==> src/rtl/report_sched.sv <==
// Report line sequencer: formats up to six snapshotted measurement fields as
// uppercase hex ASCII with separators and CR/LF, one byte per ready/valid transfer.
module report_sched #(
    parameter logic [7:0] SEP    = 8'h2C,
    parameter int         DROP_W = 8
) (
    input  logic              i_clk,
    input  logic              i_rst,
    input  logic              i_start,
    input  logic [29:0]       i_ph1,
    input  logic [29:0]       i_ph2,
    input  logic [29:0]       i_ph3,
    input  logic [29:0]       i_ph4,
    input  logic [29:0]       i_ph5,
    input  logic [27:0]       i_freq,
    input  logic [5:0]        i_ch_en,
    output logic [7:0]        o_tx_data,
    output logic              o_tx_valid,
    input  logic              i_tx_ready,
    output logic              o_busy,
    output logic [DROP_W-1:0] o_drop_cnt
);

    typedef enum logic [2:0] {
        ST_IDLE  = 3'd0,
        ST_DIGIT = 3'd1,
        ST_SEP   = 3'd2,
        ST_CR    = 3'd3,
        ST_LF    = 3'd4
    } state_t;

    function automatic logic [7:0] hex_ascii(input logic [3:0] n);
        if (n < 4'd10) begin
            hex_ascii = 8'h30 + {4'h0, n};
        end else begin
            hex_ascii = 8'h41 + {4'h0, n} - 8'd10;
        end
    endfunction

    function automatic logic [3:0] nibble_of(input logic [31:0] v, input logic [2:0] n);
        nibble_of = v[{n, 2'b00} +: 4];
    endfunction

    // Lowest enabled field index at or above 'from'; bit 3 flags that one exists.
    function automatic logic [3:0] find_en(input logic [5:0] en, input logic [2:0] from);
        logic [3:0] r;
        r = 4'b0000;
        for (int i = 5; i >= 0; i--) begin
            r = (en[i] && (3'(i) >= from)) ? {1'b1, 3'(i)} : r;
        end
        return r;
    endfunction

    state_t              state_r, state_nx_s;
    logic [31:0]         in_vals_s [6];
    logic [31:0]         snap_r    [6];
    logic [5:0]          en_r;
    logic [2:0]          field_r, field_nx_s;
    logic [2:0]          nib_r, nib_nx_s, nib_dec_s;
    logic [7:0]          tx_data_r, tx_data_nx_s;
    logic                tx_valid_r, tx_valid_nx_s;
    logic [DROP_W-1:0]   drop_r;
    logic                xfer_s, accept_s;
    logic [3:0]          first_s, next_s;

    assign in_vals_s[0] = {2'b00, i_ph1};
    assign in_vals_s[1] = {2'b00, i_ph2};
    assign in_vals_s[2] = {2'b00, i_ph3};
    assign in_vals_s[3] = {2'b00, i_ph4};
    assign in_vals_s[4] = {2'b00, i_ph5};
    assign in_vals_s[5] = {4'h0, i_freq};

    assign xfer_s    = tx_valid_r & i_tx_ready;
    assign accept_s  = (state_r == ST_IDLE) & i_start & (i_ch_en != 6'd0);
    assign first_s   = find_en(i_ch_en, 3'd0);
    assign next_s    = find_en(en_r, field_r + 3'd1);
    assign nib_dec_s = nib_r - 3'd1;

    // Next-state and next-byte selection; the byte is registered so it is ready
    // the cycle after each transfer.
    always_comb begin
        state_nx_s    = state_r;
        field_nx_s    = field_r;
        nib_nx_s      = nib_r;
        tx_data_nx_s  = tx_data_r;
        tx_valid_nx_s = tx_valid_r;
        case (state_r)
            ST_IDLE: begin
                if (accept_s) begin
                    state_nx_s    = ST_DIGIT;
                    field_nx_s    = first_s[2:0];
                    nib_nx_s      = 3'd7;
                    tx_valid_nx_s = 1'b1;
                    tx_data_nx_s  = hex_ascii(nibble_of(in_vals_s[first_s[2:0]], 3'd7));
                end else begin
                    tx_valid_nx_s = 1'b0;
                end
            end
            ST_DIGIT: begin
                if (xfer_s && (nib_r == 3'd0)) begin
                    if (next_s[3]) begin
                        state_nx_s   = ST_SEP;
                        field_nx_s   = next_s[2:0];
                        tx_data_nx_s = SEP;
                    end else begin
                        state_nx_s   = ST_CR;
                        tx_data_nx_s = 8'h0D;
                    end
                end else if (xfer_s) begin
                    nib_nx_s     = nib_dec_s;
                    tx_data_nx_s = hex_ascii(nibble_of(snap_r[field_r], nib_dec_s));
                end else begin
                    tx_data_nx_s = tx_data_r;
                end
            end
            ST_SEP: begin
                if (xfer_s) begin
                    state_nx_s   = ST_DIGIT;
                    nib_nx_s     = 3'd7;
                    tx_data_nx_s = hex_ascii(nibble_of(snap_r[field_r], 3'd7));
                end else begin
                    tx_data_nx_s = tx_data_r;
                end
            end
            ST_CR: begin
                if (xfer_s) begin
                    state_nx_s   = ST_LF;
                    tx_data_nx_s = 8'h0A;
                end else begin
                    tx_data_nx_s = tx_data_r;
                end
            end
            ST_LF: begin
                if (xfer_s) begin
                    state_nx_s    = ST_IDLE;
                    tx_valid_nx_s = 1'b0;
                    tx_data_nx_s  = 8'h00;
                end else begin
                    tx_data_nx_s = tx_data_r;
                end
            end
            default: begin
                state_nx_s    = ST_IDLE;
                tx_valid_nx_s = 1'b0;
                tx_data_nx_s  = 8'h00;
            end
        endcase
    end

    // State, output byte and sequencing registers.
    always_ff @(posedge i_clk) begin
        if (i_rst) begin
            state_r    <= ST_IDLE;
            field_r    <= 3'd0;
            nib_r      <= 3'd0;
            tx_data_r  <= 8'h00;
            tx_valid_r <= 1'b0;
        end else begin
            state_r    <= state_nx_s;
            field_r    <= field_nx_s;
            nib_r      <= nib_nx_s;
            tx_data_r  <= tx_data_nx_s;
            tx_valid_r <= tx_valid_nx_s;
        end
    end

    // Snapshot of field values and mask, frozen for the whole line.
    always_ff @(posedge i_clk) begin
        if (i_rst) begin
            en_r <= 6'd0;
            for (int k = 0; k < 6; k++) begin
                snap_r[k] <= 32'd0;
            end
        end else if (accept_s) begin
            en_r <= i_ch_en;
            for (int k = 0; k < 6; k++) begin
                snap_r[k] <= in_vals_s[k];
            end
        end else begin
            en_r <= en_r;
        end
    end

    // Saturating count of starts arriving while a line is in progress.
    always_ff @(posedge i_clk) begin
        if (i_rst) begin
            drop_r <= {DROP_W{1'b0}};
        end else if (i_start && (state_r != ST_IDLE) && (drop_r != {DROP_W{1'b1}})) begin
            drop_r <= drop_r + {{(DROP_W-1){1'b0}}, 1'b1};
        end else begin
            drop_r <= drop_r;
        end
    end

    assign o_tx_data  = tx_data_r;
    assign o_tx_valid = tx_valid_r;
    assign o_busy     = (state_r != ST_IDLE);
    assign o_drop_cnt = drop_r;

endmodule

==> config.mk <==
export PLATFORM = sky130hd
export DESIGN_NAME = report_sched
export DESIGN_NICKNAME = d
export VERILOG_FILES = /design/src/rtl/report_sched.sv
export SDC_FILE = /design/constraint.sdc
export NUM_CORES = 1
export LEC_CHECK = 0
export BUFFER_PORTS_ARGS = -buffer_cell sky130_fd_sc_hd__buf_2
export CORE_ASPECT_RATIO = 1.1
export CORE_UTILIZATION = 45
export DETAILED_ROUTE_END_ITERATION = 16
export HOLD_SLACK_MARGIN = 0.1
export PLACE_DENSITY_LB_ADDON = 0.25
export SLEW_MARGIN = 10
export SYNTH_ARGS = -nofsm -noshare
export SYNTH_HDL_FRONTEND = slang
export SYNTH_SLANG_ARGS = --single-unit
==> constraint.sdc <==
create_clock -name i_clk -period 14.52 [get_ports i_clk]
set_clock_uncertainty 0.1 [all_clocks]
set_input_delay 0 -clock i_clk [delete_from_list [all_inputs] [get_ports i_clk]]
set_output_delay 0 -clock i_clk [all_outputs]
set_load 0.05 [all_outputs]
==> metrics, run 1 <==
Slew @ Worst Pin=992 ps; clk root buf=clkbuf_16; Routed Antenna Nets=0; asr flop ratio synth=0; H-tree Lvls=1; Die ar.=approximately 23,000 sq um; Worst Setup SP=state_r[1]; most frequent cells in the layout=buf_2 (204), dlygate4sd3_1 (199), and2_1 (181); vias in the first global route=about 7,700; Die Wd=145 microns; fin nets=approximately 1,300; drt wl/cell=about 18 microns; Yosys cell types=68; placer congestion estimate=approximately 0.8; FF-to-FF Start=state_r[1]; met2 wire len=approximately 13,000 microns; Area contributors post-synth=edfxtp_1 (53%), and2_1 (11%), mux4_2 (6.9%); Slew HR=0.338; Reg-to-Reg End=snap_r[3][17]; required time worst endpoint=~15,000 ps; CP top delay family=buffers and inverters; clk_lat worst skew=510 ps; gr usage total=0.229; CP Capture Point=snap_r[3][17]; synthesis-to-finish area growth=38.6%; #FFs+latches synth=approximately 210; sequential fraction of the synthesis area=0.594; HPWL after detailed placement=about 16,000 microns; Pleak=0.00566 uW; Netlist Area Pre-Place=~10,000 sq um; Worst Setup End Kind=register; 1st-iter DRT viols=430; Fin. Hold Viols=0; average vias per placed instance=roughly 5.2; commonest non-fill, non-tap cell in the layout=buf_2; Setup CP Type=reg -> reg; grt total ovfl=0; top-area cell type share of the netlist area=0.527; CP max stage cell=buf_4; CP Depth=5; number of cell rows=57; Post-Route M1 WL=around 11,000 microns; Crit path top cell by count=buf_4; CTS resizes=0; Die Y=159 microns; clk sinks=roughly 210; VDD IR max=0.0000718 V; R2R Setup Slk=10,540 ps; post-synth net total=around 950; largest net degree at the start of global routing=roughly 110; Num CTS Buffers=23; Crit path largest cell delay=about 840 ps; Top Layer Used=met4; worst path cell trace=nor3_2 -> nand2_1 -> nand2_4 -> buf_4 -> buf_4; vias post-DR=about 7,500; layout cells sized above 1=0.253; EDFF count, synth=between 150 and 200; Port Buffers=between 200 and 250; R2R cell count=5; Core ar.=between 20,000 and 25,000 sq um; first-pass GRT wire length=41,000 microns; WP buf/inv=2; TritonRoute pass-1 iters=5; Routed WL=around 27,000 microns; Worst setup SP type=register; RSZ-0062 raised after global routing=no; Post-DP Area=11,400 sq um; pwr/cell area=122 nW/um^2; design area=14,000 sq um; maximum clock frequency=about 250 MHz; initial antenna violation count=1; clk slew on worst S/H paths=roughly 60 ps; worst-path fanout max=77; starting density of the core=0.458; mean area per synthesized cell=roughly 14 sq um; period utilization=0.274; Top FF cell, synth=edfxtp_1; min Tclk post-route=around 4000 ps; Setup-failing EPs final=0; DRC viols=0; Ys Warns=0; status=finished, final reports clean; Slew Viols, Final=0; Post-Syn Instances=750; max-cap violations=0; maximum clock path buffer count=3; setup TNS=0 ps; HP Class=in -> reg; I/O pin count=206; post-synth top area cell=edfxtp_1; CTS tree=done; met3 wire len=between 1500 and 2000 microns; CP arrival=about 4000 ps
## where the power goes
part	internal [uW]	total (uW)	switching, uW
Combinational	190	394	204
Sequential	740	781	41.2
Clock	307	538	231
Total	1240	1710	476
## Yosys cell counts (4+ instances only)
library cell  count
mux4_1           11
mux2_2            6
nand3b_1          5
a211oi_1         13
buf_4             4
mux2i_1          16
xnor2_1           5
and2_1          181
mux4_2           31
a21oi_1          22
nor2_1           33
nor2b_1           6
nand2_1          29
o21ai_0          10
nand3_1          12
xor2_1            4
a22o_1            4
inv_1            14
dfxtp_1          34
and3_1            4
clkbuf_1         32
a22oi_1           4
ha_1              7
buf_2             5
nand2b_1          4
nor3_1            8
edfxtp_1        178
## layer usage
layer	global-route usage	vias to the layer above
met4	0.0785	0
met2	0.396	264
met3	0.0444	51
met1	0.288	3580
li1	-	3576
met5	0	-
## state kept, by name, indices dropped and copies added, names as in the netlist, named ones only
| name | flops |
|---|---|
| en_r | 6 |
| state_r | 3 |
| nib_r | 3 |
| snap_r | 178 |
| o_drop_cnt | 8 |
| o_tx_data | 7 |
| o_tx_valid | 1 |
| field_r | 3 |
## tightest hold or removal path: stages
cell and delay [ps]:
dlygate4sd3_1 510, buf_2 90, and2_1 100
## final cells by class
cell class                      count  area [sq um]
Multi-Input combinational cell    477          3840
Clock buffer                       27           591
Tap cell                          295           369
Fill cell                        1679          8060
Timing Repair Buffer              411          3070
Antenna cell                        1          2.50
Clock inverter                     13          88.8
Sequential cell                   212          6030
Inverter                           14          52.6
## cell families after synthesis
group / share of synthesized area
AND/OR/NAND/NOR: 0.170
flip-flops: 0.594
AO/OA/AOI/OAI: 0.0695
multiplexers: 0.120
buffers and inverters: 0.0281
XOR/XNOR: 0.00938
adder cells (fa/ha/maj): 0.00864
other: 0.000370
## worst min-delay path by stage
stage | depth (start not counted) | start | slack [ps] | to
2_1_floorplan | 2 | i_ch_en[0] | 50 | en_r[0]
3_3_place_gp | 2 | i_ph2[9] | 180 | snap_r[1][9]
3_5_place_dp | 2 | i_freq[14] | 180 | snap_r[5][14]
4_1_cts | 3 | i_ph3[9] | 170 | snap_r[2][9]
5_1_grt | 3 | i_ph1[5] | 190 | snap_r[0][5]
6_report | 3 | i_ph3[9] | 190 | snap_r[2][9]
## metrics by stage
| step | utilization | total power [uW] | setup WS, ps | instances | hold slack [ps] |
|---|---|---|---|---|---|
| 2_1_floorplan | - | 1040 | 9020 | 750 | 47.5 |
| 3_3_place_gp | 0.514 | 1140 | 10560 | 1210 | 181 |
| 3_5_place_dp | 0.514 | 1140 | 10450 | 1210 | 179 |
| 4_1_cts | 0.635 | 1720 | 10450 | 1449 | 174 |
| 5_1_grt | 0.635 | 1790 | 10200 | 1450 | 195 |
| 6_report | 0.635 | 1710 | 10540 | 1450 | 195 |
## repair_timing
action / CTS / global route
setup buffers: 0 / 0
hold endpoints to repair: 208 / 0
hold buffers: 199 / 0
No activity file was read; power rests on OpenSTA's default activity.
==> inputs of run 2 (changes only) <==
Clock period 14.52 ns to 3.37 ns, I/O delays scaled along.
==> run 2 against run 1 <==
  * Wire length increased by 1.9%
  * Power grew to 4.5 times the previous value
  * Register-to-register slack got worse by 10000 ps
  * Worst hold slack barely moved
  * Combinational power increased to 4.6 times the previous value
  * Global-route usage increased by 0.86 points
  * Via count rose by 2.2%
  * Final cell count grew 1.8%
  * Sequential share of layout area down 1.0 points
  * Highest routed layer unchanged
==> metrics, run 2 (synthesis results as in run 1) <==
maximum clock path buffer count=3 (unchanged); Die Y=159 microns (unchanged); clk slew on worst S/H paths=60 ps (about the same); Die ar.=23,100 sq um (unchanged); Crit path largest cell delay=600 ps (was 840 ps); Routed WL=27,200 microns (was 26,700 microns); postcts setup bufs=0 (unchanged); maximum clock frequency=317 MHz (was 251 MHz); pre-CTS WS=258 ps (was 10,450 ps); WHS Path Cells=3 (unchanged); layout cells sized above 1=0.273 (was 0.253); Worst Setup End Kind=register (unchanged); design area=14,400 sq um (was 14,000 sq um); clk root buf=clkbuf_16 (unchanged); fin nets=1,360 (was 1,334); R2R cell count=9 (was 5); synthesis-to-finish area growth=42.0% (was 38.6%); Port Buffers=204 (unchanged); grt total ovfl=0 (unchanged); initial antenna violation count=0 (was 1); hold path startpoint=i_ph4[19] (was i_ph3[9]); Worst setup SP type=register (unchanged); TritonRoute pass-1 iters=5 (unchanged); Slew @ Worst Pin=675 ps (was 992 ps); RSZ-0062 raised after global routing=no (unchanged); CP arrival=3490 ps (was 4020 ps); Routed Antenna Nets=0 (unchanged); Pleak=0.00584 uW (was 0.00566 uW); I/O pin count=206 (unchanged); commonest non-fill, non-tap cell in the layout=buf_2 (unchanged); Num CTS Buffers=23 (unchanged); Largest Register=snap_r (unchanged); status=finished, final reports clean (unchanged); CTS tree=done (unchanged); clk sinks=212 (unchanged); Slew HR=0.544 (was 0.338); drt wl/cell=18.4 microns (about the same); most frequent cells in the layout=buf_2 (204), dlygate4sd3_1 (200), and2_1 (181) (was buf_2 (204), dlygate4sd3_1 (199), and2_1 (181)); clk_lat worst skew=520 ps (was 510 ps); vias in the first global route=7,976 (was 7,663); pwr/cell area=536 nW/um^2 (was 122 nW/um^2); CP max stage cell=mux4_1 (was buf_4); setup TNS=0 ps (unchanged); period utilization=0.935 (was 0.274); HPWL after detailed placement=17,400 microns (was 15,600 microns); starting density of the core=0.458 (unchanged); Die Wd=145 microns (unchanged); max-cap violations=0 (unchanged); HP Class=in -> reg (unchanged); average vias per placed instance=5.17 (was 5.15); Setup CP Type=reg -> reg (unchanged); Non-Filler Instances=1,476 (was 1,450); vias post-DR=7,633 (was 7,471); ant diodes=0 (was 1); Post-DP Area=11,600 sq um (was 11,400 sq um); Core ar.=22,100 sq um (unchanged); VDD IR max=0.000377 V (was 0.0000718 V); final core utilization=0.651 (was 0.635); H-tree Lvls=1 (unchanged); gr usage total=0.238 (was 0.229); Slew Viols, Final=0 (unchanged); first-pass GRT wire length=42,800 microns (was 41,000 microns); placer congestion estimate=0.828 (was 0.815); Setup-failing EPs final=0 (unchanged); min Tclk post-route=3150 ps (was 3980 ps); 1st-iter DRT viols=456 (was 430); Final Worst Setup Slack=219 ps (was 10,540 ps); required time worst endpoint=3710 ps (was 14,560 ps); number of cell rows=57 (unchanged); worst-path fanout max=16 (was 77); DRC viols=0 (unchanged); largest net degree at the start of global routing=139 (was 109); Cell Count Post-Placement=1,235 (was 1,210); worst path cell trace=mux4_1 -> mux4_2 -> nand3_2 -> o31ai_2 -> a311oi_4 -> ha_1 -> nor4b_1 -> mux2i_1 -> o2bb2ai_1 (was nor3_2 -> nand2_1 -> nand2_4 -> buf_4 -> buf_4); max FFs per register=178 (unchanged); Fin. Hold Viols=0 (unchanged)
==> run 2: worst max-delay path: cells and delay by family, from the launching register on <==
kind / cells / cell delay [ps]
compound gates: 3 / 470
flops: 1 / 530
mux: 3 / 1340
simple gates: 2 / 420
fa+ha+maj: 1 / 210
==> run 2: routing by layer <==
layer  share of wire  GRT usage
met4           0.025     0.0694
met2            0.49      0.406
met5               0          0
met3           0.051     0.0361
met1            0.43      0.315
==> run 2: area by class of cell <==
type / instances / area, sq um
Sequential cell: 212 / 6030
Inverter: 14 / 52.6
Timing Repair Buffer: 437 / 3330
Multi-Input combinational cell: 477 / 3850
Fill cell: 1602 / 7720
Tap cell: 295 / 369
Clock buffer: 27 / 591
Clock inverter: 14 / 163
==> run 2: path summary, 6_finish.rpt <==
check                                      to  slack [ps]
worst max register to register   o_tx_data[2]         220
worst min register to register   o_tx_data[3]         390
worst max-delay path             o_tx_data[2]         220
worst min-delay path            snap_r[3][19]         190
==> run 2: power breakdown <==
part | internal (uW) | total (uW) | switching [uW]
Clock | 1490 | 2530 | 1040
Sequential | 3190 | 3360 | 171
Combinational | 912 | 1820 | 904
==> run 2: per-stage QoR <==
stage                     hold WS, ps  total power [uW]
after floorplan                  47.5              4460
after global placement            177              5000
after detailed placement          179              5020
after CTS                         183              7720
after global routing              207              8020
final                             195              7710
==> run 2: timing repair <==
| action | CTS | global route |
|---|---|---|
| hold buffers | 200 | 0 |
| gates resized for setup | 0 | 1 |
| endpoints found under the hold margin | 208 | 0 |
| setup endpoints to repair | 0 | 1 |
